==> src/rtl/acc_breg_alu.sv <==
// acc_breg_alu: 8-bit SAP accumulator and B register with add/subtract ALU and a priority bus mux.
// The ALU sees only registered A/B, so bus_out can feed bus_in without forming a loop.
module acc_breg_alu (
    input  logic       CLK,
    input  logic       RESET,
    input  logic [7:0] bus_in,
    input  logic [7:0] prog_in,
    input  logic       acc_we,
    input  logic       acc_load,
    input  logic       acc_oe,
    input  logic       breg_we,
    input  logic       breg_load,
    input  logic       breg_oe,
    input  logic       alu_oe,
    input  logic       SUB,
    output logic [7:0] acc_q,
    output logic [7:0] breg_q,
    output logic [7:0] alu_q,
    output logic       carry,
    output logic       zero,
    output logic [7:0] bus_out,
    output logic       bus_drive,
    output logic       bus_conflict
);
    logic [7:0] a_q, a_d, b_q, b_d;
    logic [8:0] sum;

    always_comb begin
        a_d = acc_we ? bus_in : acc_load ? prog_in : a_q;
        b_d = breg_we ? bus_in : breg_load ? prog_in : b_q;
    end

    always_ff @(posedge CLK or negedge RESET) begin
        if (!RESET) begin
            a_q <= 8'h00;
            b_q <= 8'h00;
        end else begin
            a_q <= a_d;
            b_q <= b_d;
        end
    end

    // Subtraction as A + ~B + 1, so carry out means no borrow.
    assign sum    = {1'b0, a_q} + {1'b0, SUB ? ~b_q : b_q} + {8'h00, SUB};
    assign alu_q  = sum[7:0];
    assign carry  = sum[8];
    assign zero   = (alu_q == 8'h00);
    assign acc_q  = a_q;
    assign breg_q = b_q;

    assign bus_out      = alu_oe ? alu_q : breg_oe ? b_q : acc_oe ? a_q : 8'h00;
    assign bus_drive    = alu_oe | breg_oe | acc_oe;
    assign bus_conflict = (alu_oe & breg_oe) | (alu_oe & acc_oe) | (breg_oe & acc_oe);
endmodule

==> config.mk <==
export PLATFORM = sky130hd
export DESIGN_NAME = acc_breg_alu
export DESIGN_NICKNAME = d
export VERILOG_FILES = /design/src/rtl/acc_breg_alu.sv
export SDC_FILE = /design/constraint.sdc
export NUM_CORES = 1
export LEC_CHECK = 0
export ABC_AREA = 1
export BUFFER_PORTS_ARGS = -buffer_cell sky130_fd_sc_hd__buf_4
export CELL_PAD_IN_SITES_DETAIL_PLACEMENT = 1
export CELL_PAD_IN_SITES_GLOBAL_PLACEMENT = 2
export CORE_MARGIN = 5
export CORE_UTILIZATION = 25
export CTS_BUF_LIST = sky130_fd_sc_hd__clkbuf_16
export DETAILED_ROUTE_END_ITERATION = 8
export HOLD_SLACK_MARGIN = 0.02
export PLACE_DENSITY = 0.93
export SETUP_SLACK_MARGIN = 0.15
export SLEW_MARGIN = 15
export SYNTH_ARGS = -nofsm -noshare
export SYNTH_HDL_FRONTEND = slang
export SYNTH_SLANG_ARGS = --single-unit
==> constraint.sdc <==
create_clock -name CLK -period 2.92 [get_ports CLK]
set_input_delay 0.584 -clock CLK [delete_from_list [all_inputs] [get_ports CLK]]
set_output_delay 0.584 -clock CLK [all_outputs]
set_load 0.01 [all_outputs]
==> reports/metrics.yaml <==
outcome:
  status: "completed"
setup_path:
  arrival_ps: 2150
  reg2reg_from: "breg_q[0]$_DFFE_PN0P_"
  regToRegSetupSlack_ps: 2020
  path_class: "flip-flop to primary output"
  critPathLaunchType: "flip-flop"
  r2r-end: "breg_q[0]$_DFFE_PN0P_"
  reg2regPathDepth: 3
  cpPeakStageDelay_ps: 570
  cp_slowest_cell: "fa_2"
  required_ps: 2340
  path_max_fanout: 4
  crit_top_cell: "nor2_2"
  endpoint_kind: "primary output"
  crit_chain: "inv_2 -> nand2_2 -> nand2_4 -> inv_2 -> fa_2 -> nand3_2 -> nor2_2 -> nand3_1 -> nor2_2 -> nand2_2 -> nor2_2 -> buf_4"
sta:
  fmax_ghz: 0.366
  fin_setup_tns_ps: 0
  max_slew_margin: 0.623
  skew_ps: 0
  rsz0062_at_grt: "yes"
  slew_violations: 0
  period_needed_ps: 2740
  finalHoldViolCount: 0
  setup_viol: 0
  post-route-period-util: 0.937
  worstMarginPinSlew_ps: 564
clock_network:
  clk_pin_slew_ps: 50
  cts_sinks: 16
  cts-root-buf: "clkbuf_16"
  hold_buffers: 0
  cts_htree_levels: 1
  cts_buffer_depth: 2
  cts_buffers: 3
  cts_tree: "done"
  clk_latency_ps: 250
detailed_routing:
  dr.pass1.iters: 4
  drt_wl_total_um: 5130
  antenna_left: 0
  route.detailed.wl_per_inst_um: 16.1
  vias_per_cell: 4.91
  drt_iter0_drc: 55
  vias: 1562
  drc: 0
power_and_ir_drop:
  intPower_mw: 0.741
  swShare: 0.388
  p_leak_nw: 1.03
  pwr_density_cell_nw_per_um2: 567
  power_mw: 1.21
  peakVddDrop_mv: 0.347
  pwr-share-clk: 0.220
  net-switching-power_mw: 0.469
  seqPwrFrac: 0.232
  combPwrFrac: 0.548
placed_design:
  dp_hpwl_um: 3890
  port_buffers: 61
  placed_area_sq_um: 1870
  place.gp.congestion: 0.825
run:
  drv_cap: 0
synth:
  synth_area_sq_um: 1370
  ys_dominant_reg_cell: "dfrtp_1"
  synth-xor-area-share: 0.0511
  synth-compound-area-share: 0.253
  yosysTopAreaCellShare: 0.292
  synth_edf_count: 0
  synth-seq-cells: 16
  syn_inst: 184
  synth_mux_area_frac: 0.00730
  seq_area_frac_synth: 0.292
  yosysWarningCount: 0
  ys_top_cells_by_area: "dfrtp_1 (29%), a31oi_1 (7.3%), o22ai_1 (7.3%), inv_1 (7.1%), nand2_1 (7.1%)"
  synth_adder_area_share: 0.0785
  ys_async_sr_fraction: 1.00
  syn-mean-instance-area_sq_um: 7.45
  syn_nets: 218
  yosysTopAreaCell: "dfrtp_1"
  synthDistinctLibCells: 33
  synth_top_family_by_area: "compound AO/OA/AOI/OAI gates"
  synth-simple-area-share: 0.206
finish:
  drive_gt1_frac: 0.463
  num-nets-final: 281
  antenna_cells: 0
  nFillCells: 674
  area_delta_synth_final_pct: 55.7
  layout_common_cells: "buf_4 (66), inv_1 (23), nand2_1 (22)"
  final_common_cell: "buf_4"
  final_cell_area_sq_um: 2140
hold_path:
  hold_class: "input port to async pin"
global_routing:
  grt_pass1_vias: 1693
  track_usage: 0.138
  grt_overflow: 0
  grt_pass1_wl_um: 8160
  antenna_found_initial: 0
  grt_max_degree: 17
floorplanning:
  dieHeight_um: 84.1
  start_util: 0.254
  core_area_sq_um: 5410
  io_pins: 62
  die-area_sq_um: 7070
  placementRows: 27
  die_width_um: 84.1
[Yosys cell counts, types with 2 or more instances]
cell type / n
a22oi_1: 6
inv_1: 26
dfrtp_1: 16
or2_1: 2
nor2_2: 3
clkbuf_1: 3
nand2_2: 10
a31oi_1: 16
o21ai_1: 6
o22ai_1: 16
a21oi_1: 5
buf_2: 5
xor2_1: 7
nand2_1: 26
nor2_1: 7
ha_1: 7
nand3_1: 7
[repair_timing]
action                                 4_1_cts  5_1_grt
pin swaps                                    0       12
setup endpoints to repair                    4        7
endpoints found under the hold margin        0        0
resized for setup                            4       31
buffers inserted                             2        4
[metal layers]
metal	track usage	up-vias	routed length [um]
met4	0.0292	0	50
met1	0.165	764	2150
li1	-	760	-
met2	0.263	34	2780
met3	0.00987	4	156
met5	0	-	0
[metrics by stage]
step,setup slack [ps],hold WS (ps),utilization,cells
after floorplan,391,288,-,184
after global placement,122,453,0.346,308
after CTS,161,197,0.366,314
after detailed placement,74.0,455,0.346,308
final,185,193,0.395,318
after global routing,59.9,206,0.395,318
[registers in the layout (all words and copies together) (netlist names)]
| register | cells |
|---|---|
| breg_q | 8 |
| acc_q | 8 |
[worst max path at each step]
stage                                from         end  slack, ps  cells past startpoint
floorplan                             SUB        zero        390                     12
detailed placement                    SUB  bus_out[7]         70                     14
finish              breg_q[0]$_DFFE_PN0P_        zero        180                     12
CTS                                   SUB  bus_out[6]        160                     11
global route        breg_q[0]$_DFFE_PN0P_        zero         60                     12
global placement                      SUB        zero        120                     13
[kinds of logic (layout without fill, tap and decap cells)]
| group | count (synthesis) | count (layout) |
|---|---|---|
| AND/OR/NAND/NOR | 59 | 59 |
| AO/OA/AOI/OAI | 55 | 55 |
| multiplexers | 1 | 1 |
| buffers and inverters | 37 | 99 |
| adder cells (fa/ha/maj) | 8 | 8 |
| flip-flops | 16 | 16 |
| XOR/XNOR | 8 | 8 |
[worst max-delay path: cells and delay by family (launching register included)]
kind                     cells  cell delay, ps
flip-flops                   1             430
adder cells (fa/ha/maj)      1             570
buffers and inverters        3             220
AND/OR/NAND/NOR              8             680
[area by class of cell]
cell class | count | area, sq um | share of cell area
inverter | 28 | 106 | 0.0498
clock buffer | 3 | 75.1 | 0.0351
sequential | 16 | 407 | 0.190
timing repair buffer | 67 | 515 | 0.241
multi-input combinational | 131 | 938 | 0.439
tap | 72 | 90.1 | 0.0422
clock inverter | 1 | 3.75 | 0.00176
[power by group through the flow]
stage	Sequential, mW	Clock (mW)	Combinational, mW
2_1_floorplan	0.279	0	0.326
3_3_place_gp	0.279	0	0.568
3_5_place_dp	0.279	0	0.580
4_1_cts	0.276	0.274	0.591
5_1_grt	0.284	0.277	0.736
6_report	0.281	0.266	0.664
Note: power is estimated with default switching activity, not from simulation.
